<file path="config.mk">
export PLATFORM = sky130hd
export DESIGN_NAME = lsu_mem_port
export DESIGN_NICKNAME = d
export VERILOG_FILES = /design/src/rtl/lsu_mem_port.sv
export SDC_FILE = /design/constraint.sdc
export NUM_CORES = 1
export LEC_CHECK = 0
export ABC_AREA = 0
export BUFFER_PORTS_ARGS = -buffer_cell sky130_fd_sc_hd__buf_4
export CAP_MARGIN = 20
export CORE_MARGIN = 4
export CORE_UTILIZATION = 54
export DETAILED_ROUTE_END_ITERATION = 16
export MAX_ROUTING_LAYER = met4
export PLACE_DENSITY = 0.86
export SYNTH_ARGS = -nofsm -noshare
export SYNTH_HDL_FRONTEND = slang
export SYNTH_SLANG_ARGS = --single-unit
export TNS_END_PERCENT = 10
</file>
<file path="constraint.sdc">
create_clock -name clk -period 3.8 [get_ports clk]
set_input_delay 0.76 -clock clk [delete_from_list [all_inputs] [get_ports clk]]
set_output_delay 0.76 -clock clk [all_outputs]
set_load 0.02 [all_outputs]
</file>
<file path="src/rtl/lsu_mem_port.sv">
// lsu_mem_port: multi-cycle load/store unit between the execute stage and the
// data-memory bus. Handles byte-lane steering, sign/zero extension, a
// request/acknowledge handshake and a saturating 16-bit timeout.
// Optional feature: define MISALIGN_TRAP_EN to fault misaligned halfword/word
// accesses without issuing a bus request.
module lsu_mem_port #(
  parameter int unsigned TIMEOUT_CYCLES = 255
) (
  input  logic        clk,
  input  logic        rst,
  input  logic        start,
  input  logic        is_store,
  input  logic [2:0]  funct3,
  input  logic [31:0] addr,
  input  logic [31:0] wdata,
  output logic        busy,
  output logic        done,
  output logic [31:0] rdata,
  output logic        err,
  output logic        mem_req,
  output logic        mem_we,
  output logic [31:0] mem_addr,
  output logic [31:0] mem_wdata,
  output logic [3:0]  mem_wstrb,
  input  logic        mem_ack,
  input  logic [31:0] mem_rdata
);

  typedef enum logic [1:0] {ST_IDLE, ST_WAIT, ST_DONE} state_t;

  localparam logic [15:0] TMO_LIMIT = 16'(TIMEOUT_CYCLES);

  state_t      state;
  state_t      state_next;
  logic [15:0] tmo_cnt;
  logic        tmo_hit;
  logic        lat_store;
  logic [2:0]  lat_funct3;
  logic [1:0]  lat_off;
  logic        req_legal;
  logic [3:0]  req_wstrb;
  logic [31:0] req_wdata;
  logic [7:0]  byte_sel;
  logic [15:0] half_sel;
  logic [31:0] load_val;

  assign tmo_hit = (tmo_cnt == TMO_LIMIT);

  // Decide whether the request presented with start may go to the bus
  always_comb begin
    req_legal = 1'b0;
    if (is_store) begin
      req_legal = (funct3 == 3'b000) || (funct3 == 3'b001) || (funct3 == 3'b010);
    end else begin
      req_legal = (funct3 != 3'b011) && (funct3 != 3'b110) && (funct3 != 3'b111);
    end
`ifdef MISALIGN_TRAP_EN
    if ((funct3[1:0] == 2'b01) && addr[0]) req_legal = 1'b0;
    if ((funct3[1:0] == 2'b10) && (addr[1:0] != 2'b00)) req_legal = 1'b0;
`endif
  end

  // Steer store data onto the byte lanes and build the byte enables
  always_comb begin
    req_wstrb = 4'b1111;
    req_wdata = wdata;
    case (funct3[1:0])
      2'b00: begin
        req_wstrb = 4'b0001 << addr[1:0];
        req_wdata = {4{wdata[7:0]}};
      end
      2'b01: begin
        req_wstrb = addr[1] ? 4'b1100 : 4'b0011;
        req_wdata = {2{wdata[15:0]}};
      end
      default: begin
        req_wstrb = 4'b1111;
        req_wdata = wdata;
      end
    endcase
  end

  // Pick the addressed byte/halfword from the read word and extend it
  always_comb begin
    byte_sel = mem_rdata[{lat_off, 3'b000} +: 8];
    half_sel = lat_off[1] ? mem_rdata[31:16] : mem_rdata[15:0];
    case (lat_funct3)
      3'b000:  load_val = {{24{byte_sel[7]}}, byte_sel};
      3'b001:  load_val = {{16{half_sel[15]}}, half_sel};
      3'b100:  load_val = {24'h0, byte_sel};
      3'b101:  load_val = {16'h0, half_sel};
      default: load_val = mem_rdata;
    endcase
  end

  // Next-state logic
  always_comb begin
    state_next = state;
    case (state)
      ST_IDLE: if (start) state_next = req_legal ? ST_WAIT : ST_DONE;
      ST_WAIT: if (mem_ack || tmo_hit) state_next = ST_DONE;
      ST_DONE: state_next = ST_IDLE;
      default: state_next = ST_IDLE;
    endcase
  end

  // State register
  always_ff @(posedge clk or negedge rst) begin
    if (!rst) state <= ST_IDLE;
    else      state <= state_next;
  end

  // Registered outputs, latched request fields and the timeout counter
  always_ff @(posedge clk or negedge rst) begin
    if (!rst) begin
      busy       <= 1'b0;
      done       <= 1'b0;
      err        <= 1'b0;
      rdata      <= 32'h0;
      mem_req    <= 1'b0;
      mem_we     <= 1'b0;
      mem_addr   <= 32'h0;
      mem_wdata  <= 32'h0;
      mem_wstrb  <= 4'h0;
      tmo_cnt    <= 16'h0;
      lat_store  <= 1'b0;
      lat_funct3 <= 3'h0;
      lat_off    <= 2'h0;
    end else begin
      case (state)
        ST_IDLE: begin
          if (start) begin
            lat_store  <= is_store;
            lat_funct3 <= funct3;
            lat_off    <= addr[1:0];
            if (req_legal) begin
              busy      <= 1'b1;
              mem_req   <= 1'b1;
              mem_we    <= is_store;
              mem_addr  <= {addr[31:2], 2'b00};
              mem_wdata <= req_wdata;
              mem_wstrb <= is_store ? req_wstrb : 4'h0;
              tmo_cnt   <= 16'h0;
            end else begin
              done  <= 1'b1;
              err   <= 1'b1;
              rdata <= 32'h0;
            end
          end
        end
        ST_WAIT: begin
          if (mem_ack || tmo_hit) begin
            busy      <= 1'b0;
            mem_req   <= 1'b0;
            mem_we    <= 1'b0;
            mem_wstrb <= 4'h0;
            done      <= 1'b1;
            err       <= !mem_ack;
            rdata     <= (mem_ack && !lat_store) ? load_val : 32'h0;
          end else if (tmo_cnt != 16'hFFFF) begin
            tmo_cnt <= tmo_cnt + 16'h1;
          end
        end
        ST_DONE: begin
          done <= 1'b0;
          err  <= 1'b0;
        end
        default: begin
          done <= 1'b0;
          err  <= 1'b0;
        end
      endcase
    end
  end

endmodule
</file>
# ---- Yosys cells after proc, flatten, opt, wreduce, memory -nomap -nowiden
# Cells that the tools add are included.
dict set report word_totals {
  reg_bits 126
  out_inout_bits 105
}
dict set report op_classes {
  add_sub_neg 1
  n_eq_ne 18
  n_shift 2
  muxes 38
  reduce_logical 20
}
# cell count
set ops {}
lappend ops {{$mux W32} 4}
lappend ops {{$pmux W32 S2} 2}
lappend ops {{$pmux W32 S4} 1}
lappend ops {{$mux W16} 5}
lappend ops {{$pmux W16 S2} 1}
lappend ops {{$shiftx A32 B6 Y8} 1}
lappend ops {{$mux W4} 5}
lappend ops {{$add A16 B1 Y16 const B} 1}
lappend ops {{$eq A16 B8 Y1 const B} 1}
lappend ops {{$ne A16 B16 Y1 const B} 1}
lappend ops {{$pmux W4 S2} 2}
lappend ops {{$ne A2 B2 Y1 const B} 6}
lappend ops {{$mux W1} 10}
lappend ops {{$pmux W1 S2} 4}
lappend ops {{$reduce_and A4 Y1} 2}
lappend ops {{$eq A3 B1 Y1 const B} 2}
lappend ops {{$eq A3 B3 Y1 const B} 2}
lappend ops {{$logic_not A3 Y1} 2}
lappend ops {{$mux W2} 3}
lappend ops {{$ne A3 B3 Y1 const B} 2}
lappend ops {{$reduce_and A3 Y1} 2}
lappend ops {{$reduce_and A5 Y1} 1}
lappend ops {{$eq A2 B1 Y1 const B} 2}
lappend ops {{$logic_not A2 Y1} 2}
lappend ops {{9 further kinds} 15}

# ---- Logic depth before layout (Yosys ltp)
dict set report depth {
  ltp_word 7
  mapped_depth 7
  depth_no_buf 6
}

# ---- Worst setup path after synthesis
# OpenSTA, ideal clock, no wires.
dict set report synth_timing {
  path_kind {input -> register}
  start {input port start}
  end {register tmo_cnt[9]}
  setup_ps 78
  arrival_ps 2195
  required_ps 3722
  path_slack_ps 1527
  cell_stages 5
  n_path_buf 0
  path_cell_list {nor3b_2 -> a21boi_4 -> a211oi_2 -> or4_1 -> a21oi_1}
}
dict set report synth_via {
  elab_chain_cells 2
}
# item line_no
set synth_rtl {}
lappend synth_rtl {{from (decl)} 11} ;# input logic start,
lappend synth_rtl {{$ne A2 B2 Y1 (no line)} -}
lappend synth_rtl {{$reduce_and A5 Y1 (no line)} -}
lappend synth_rtl {{to (signal assigned)} 161} ;# tmo_cnt <= tmo_cnt + 16'h1;
lappend synth_rtl {{to (decl)} 35} ;# logic [15:0] tmo_cnt;
# No other way between the ends.
# A chain may end at the register's enable or synchronous reset.

# ---- Worst setup path after layout
dict set report layout_timing {
  start {register lat_off[1]}
  end {register rdata[20]}
}
dict set report layout_via {
  elab_chain_cells 5
  word_cells_on_any_way 6
  classes_between {shift (1); mux (5)}
}
# item line_no
set layout_rtl {}
lappend layout_rtl {{from (decl)} 39} ;# logic [1:0] lat_off;
lappend layout_rtl {{from (signal assigned)} 135} ;# lat_off <= addr[1:0];
lappend layout_rtl {{$shiftx A32 B6 Y8 / $mux W16 (equally long branches)} {85, 86}}
lappend layout_rtl {{$pmux W32 S4 (*)} 87} ;# case (lat_funct3)
lappend layout_rtl {{$mux W32 (*)} 159} ;# rdata <= (mem_ack && !lat_store) ? load_val : 32'h0;
lappend layout_rtl {{$mux W32 (*)} 152} ;# if (mem_ack || tmo_hit) begin
lappend layout_rtl {{$pmux W32 S2 (*)} 130} ;# case (state)
lappend layout_rtl {{to (signal assigned)} 159}
lappend layout_rtl {{to (decl)} 18} ;# output logic [31:0] rdata,
# Mark *: on every way between the ends. The rest lies on a longest branch, timed or not. The select of a mux whose other input is x is not followed.

==> impl_metrics.ini <==
[run_status]
status = finished clean

[global_routing]
antenna_found_initial = 0
grt_pass1_wl_um = 28100
gr-total-overflow = 0
first_global_vias = 5536
grt_usage_pct = 28.7
grt_max_degree = 58

[sta]
rsz0062_at_grt = false
max_freq_ghz = 0.425
slew_violations = 0
finalSetupViolations = 0
hold_viol = 0
worstMarginPinSlew_ns = 1.00
finClkSkew_ns = 0.00852
fin_crit_ns = 2.36
max_slew_margin_pct = 32.9
period_share_pct = 62.0
tns_ns = 0

[clock_network]
cts_tree = built
hold_buffers = 0
clk_path_buf_depth = 2
cts_resized = 0
clk_latency_ns = 0.52
root_buffer = clkbuf_8
cts_sinks = 126
ctsHtreeMaxLevel = 4
post_cts_buffers = 0
cts_buffers = 17
clk_pin_slew_worst_paths_ns = 0.06

[floorplan]
die_y_um = 112
num_rows = 37
die-area_sq_mm = 0.0125
io_pins = 209
core_sq_mm = 0.0104
initial_utilization_pct = 56.1
fp.dieW_um = 112

[final_layout]
fin_nets = 935
multi_input_area_sq_mm = 0.00251
num-fill-cells = 682
drive_gt1_share_pct = 32.0
regArea_sq_mm = 0.00315
antenna_cells = 0
area_delta_synth_final_pct = 37.8
fin_util_pct = 77.3

[route]
route.detailed.drc = 0
first_pass_iters = 5
wire_per_inst_um = 17.5
routed_wirelength_um = 17100
antenna_left = 0
drt-initial-drc-count = 424
routed_via_density = 5.54
num_vias = 5426

[synth]
avgSynthCellArea_sq_um = 9.27
ys_types = 49
synth.yosys.seq_area_share_pct = 54.0
syn_inst = 630
synth_seq_cells = 126
synth_edf_count = 0
synth_area_sq_mm = 0.00584
ys_warn_count = 0
async_reset_ff_share_pct = 100
synth_ff_type = dfrtp_1

[worst_setup_path]
crit_buf_inv = 2
cp.required_ns = 4.19
critical-path-top-cell-by-count = o21ai_0
crit_slowest_cell = dfrtp_1
critPathArrivalTime_ns = 2.74
path_class = reg -> reg
worst_path_largest_cell_delay_ns = 0.68
critPathLaunchType = flip-flop
cp_top_family = compound AO/OA/AOI/OAI gates
critPathCaptureType = flip-flop
critPathMaxFanout = 12
path_cells = inv_1, nor2_1, a221oi_1, o21ai_0, buf_4, o21ai_0

[placement]
dp_hpwl_um = 12300
port_buffers = 206
place_congestion = 0.846

[power]
ir_worst_vdd_mv = 0.529
leakagePower_nw = 4.01
p_per_area_mw_per_mm2 = 772

[run]
maxCapViolCount = 0

[worst_hold_path]
hp-class = in -> async
-- logic make-up (layout without fill, tap and decap cells) --
kind of cell    count (synthesis)  after routing  share of synthesized area (%)
fa+ha+maj                       1              1                          0.214
buf+inv                        48            260                           3.30
other cells                     1              2                         0.0642
compound gates                127            127                           13.5
mux                            40             40                           7.11
flops                         126            126                           54.0
xor+xnor                        3              3                          0.450
simple gates                  284            284                           21.4
-- worst reg2reg max path, stage by stage, from the launching register on --
cell and delay, ns:
dfrtp_1 0.68, inv_1 0.22, nor2_1 0.15, a221oi_1 0.10
o21ai_0 0.67, buf_4 0.29, o21ai_0 0.12
-- final timing paths --
check | from | end | slack [ns] | depth (start not counted)
hold reg to reg | mem_addr[23] | mem_addr[23] | 0.47 | 2
hold / removal | rst | tmo_cnt[15] | 0.29 | 1
min in group clk | addr[28] | mem_addr[28] | 0.43 | 3
max in group asynchronous | rst | mem_wdata[26] | 2.70 | 2
setup reg to reg | lat_off[1] | rdata[20] | 1.44 | 6
setup / recovery | lat_off[1] | rdata[20] | 1.44 | 6
-- stage by stage --
stage	total power, mW	area, sq um	hold WS [ns]	setup WS (ns)	instances
finish	6.21	8050	0.287	1.44	979
global route	6.56	8050	0.332	1.21	979
CTS	6.23	8050	0.309	1.43	979
detailed placement	4.70	7490	0.463	1.10	947
global placement	4.61	7490	0.459	1.28	947
floorplan	3.53	5840	0.464	1.53	631
-- metal layers --
layer | vias up | part of all wire [%] | wire, um | GRT usage [%]
li1 | 2552 | - | - | -
met1 | 2601 | 40 | 6850 | 35.0
met2 | 245 | 49 | 8430 | 46.2
met3 | 28 | 9.4 | 1610 | 9.57
met4 | 0 | 1.5 | 260 | 7.69
met5 | - | 0 | 0 | -
-- layout make-up --
cell class              instances  share of cell area [%]
clock buffers                  17                    5.15
clock inverters                15                    1.77
inverters                      13                   0.606
multi-input cells             457                    31.1
flip-flops and latches        126                    39.2
well taps                     136                    2.11
repair buffers                215                    20.1
-- cells in the mapped netlist, types with 2 or more instances --
| cell | instances | area, sq um |
|---|---|---|
| a21oi_1 | 45 | 225 |
| a32o_1 | 8 | 80.1 |
| and3_1 | 3 | 18.8 |
| and4_1 | 3 | 26.3 |
| buf_1 | 7 | 26.3 |
| buf_4 | 3 | 22.5 |
| clkbuf_1 | 24 | 90.1 |
| dfrtp_1 | 126 | 3150 |
| inv_1 | 13 | 48.8 |
| mux2_2 | 12 | 135 |
| mux2i_1 | 28 | 280 |
| nand2_1 | 177 | 664 |
| nand2b_1 | 9 | 56.3 |
| nand3_1 | 6 | 30.0 |
| nand4_1 | 4 | 25.0 |
| nor2_1 | 41 | 154 |
| nor2b_1 | 17 | 106 |
| nor3_1 | 3 | 15.0 |
| nor4_1 | 2 | 12.5 |
| o21ai_0 | 43 | 215 |
| o221ai_1 | 8 | 70.1 |
| o22ai_1 | 4 | 25.0 |
| o31a_1 | 2 | 17.5 |
| o31ai_1 | 2 | 15.0 |
| o41ai_1 | 2 | 17.5 |
| or2_2 | 4 | 25.0 |
| or3_1 | 7 | 43.8 |
| or4_1 | 3 | 22.5 |
| or4b_1 | 2 | 20.0 |
| xor2_1 | 3 | 26.3 |
-- power by group --
group	internal, mW	switching, mW	leakage (nW)
clock network	0.873	0.631	0.250
logic	1.03	1.42	2.16
registers	1.84	0.416	1.61
total	3.74	2.47	4.01
-- placed cells by master (no fill, tap or decap), drive strengths merged, types with 4 or more instances in the layout --
master,count
o22ai,4
a32o,8
nand2b,9
buf,215
inv,15
clkbuf,17
mux2,12
nor2,41
dfrtp,126
o221ai,8
clkinvlp,7
clkinv,5
nor2b,17
o21ai,43
mux2i,28
nand3,6
nand4,4
a21oi,46
nand2,177
or3,7
or2,4
-- sequential cells by signal, indices dropped and copies added (netlist names) --
register and count:
err 1, mem_wdata 32, mem_addr 30, lat_store 1, mem_we 1, state 2, done 1, lat_funct3 3
mem_wstrb 4, mem_req 1, rdata 32, lat_off 2, tmo_cnt 16
(Power assumes the default switching activity.)
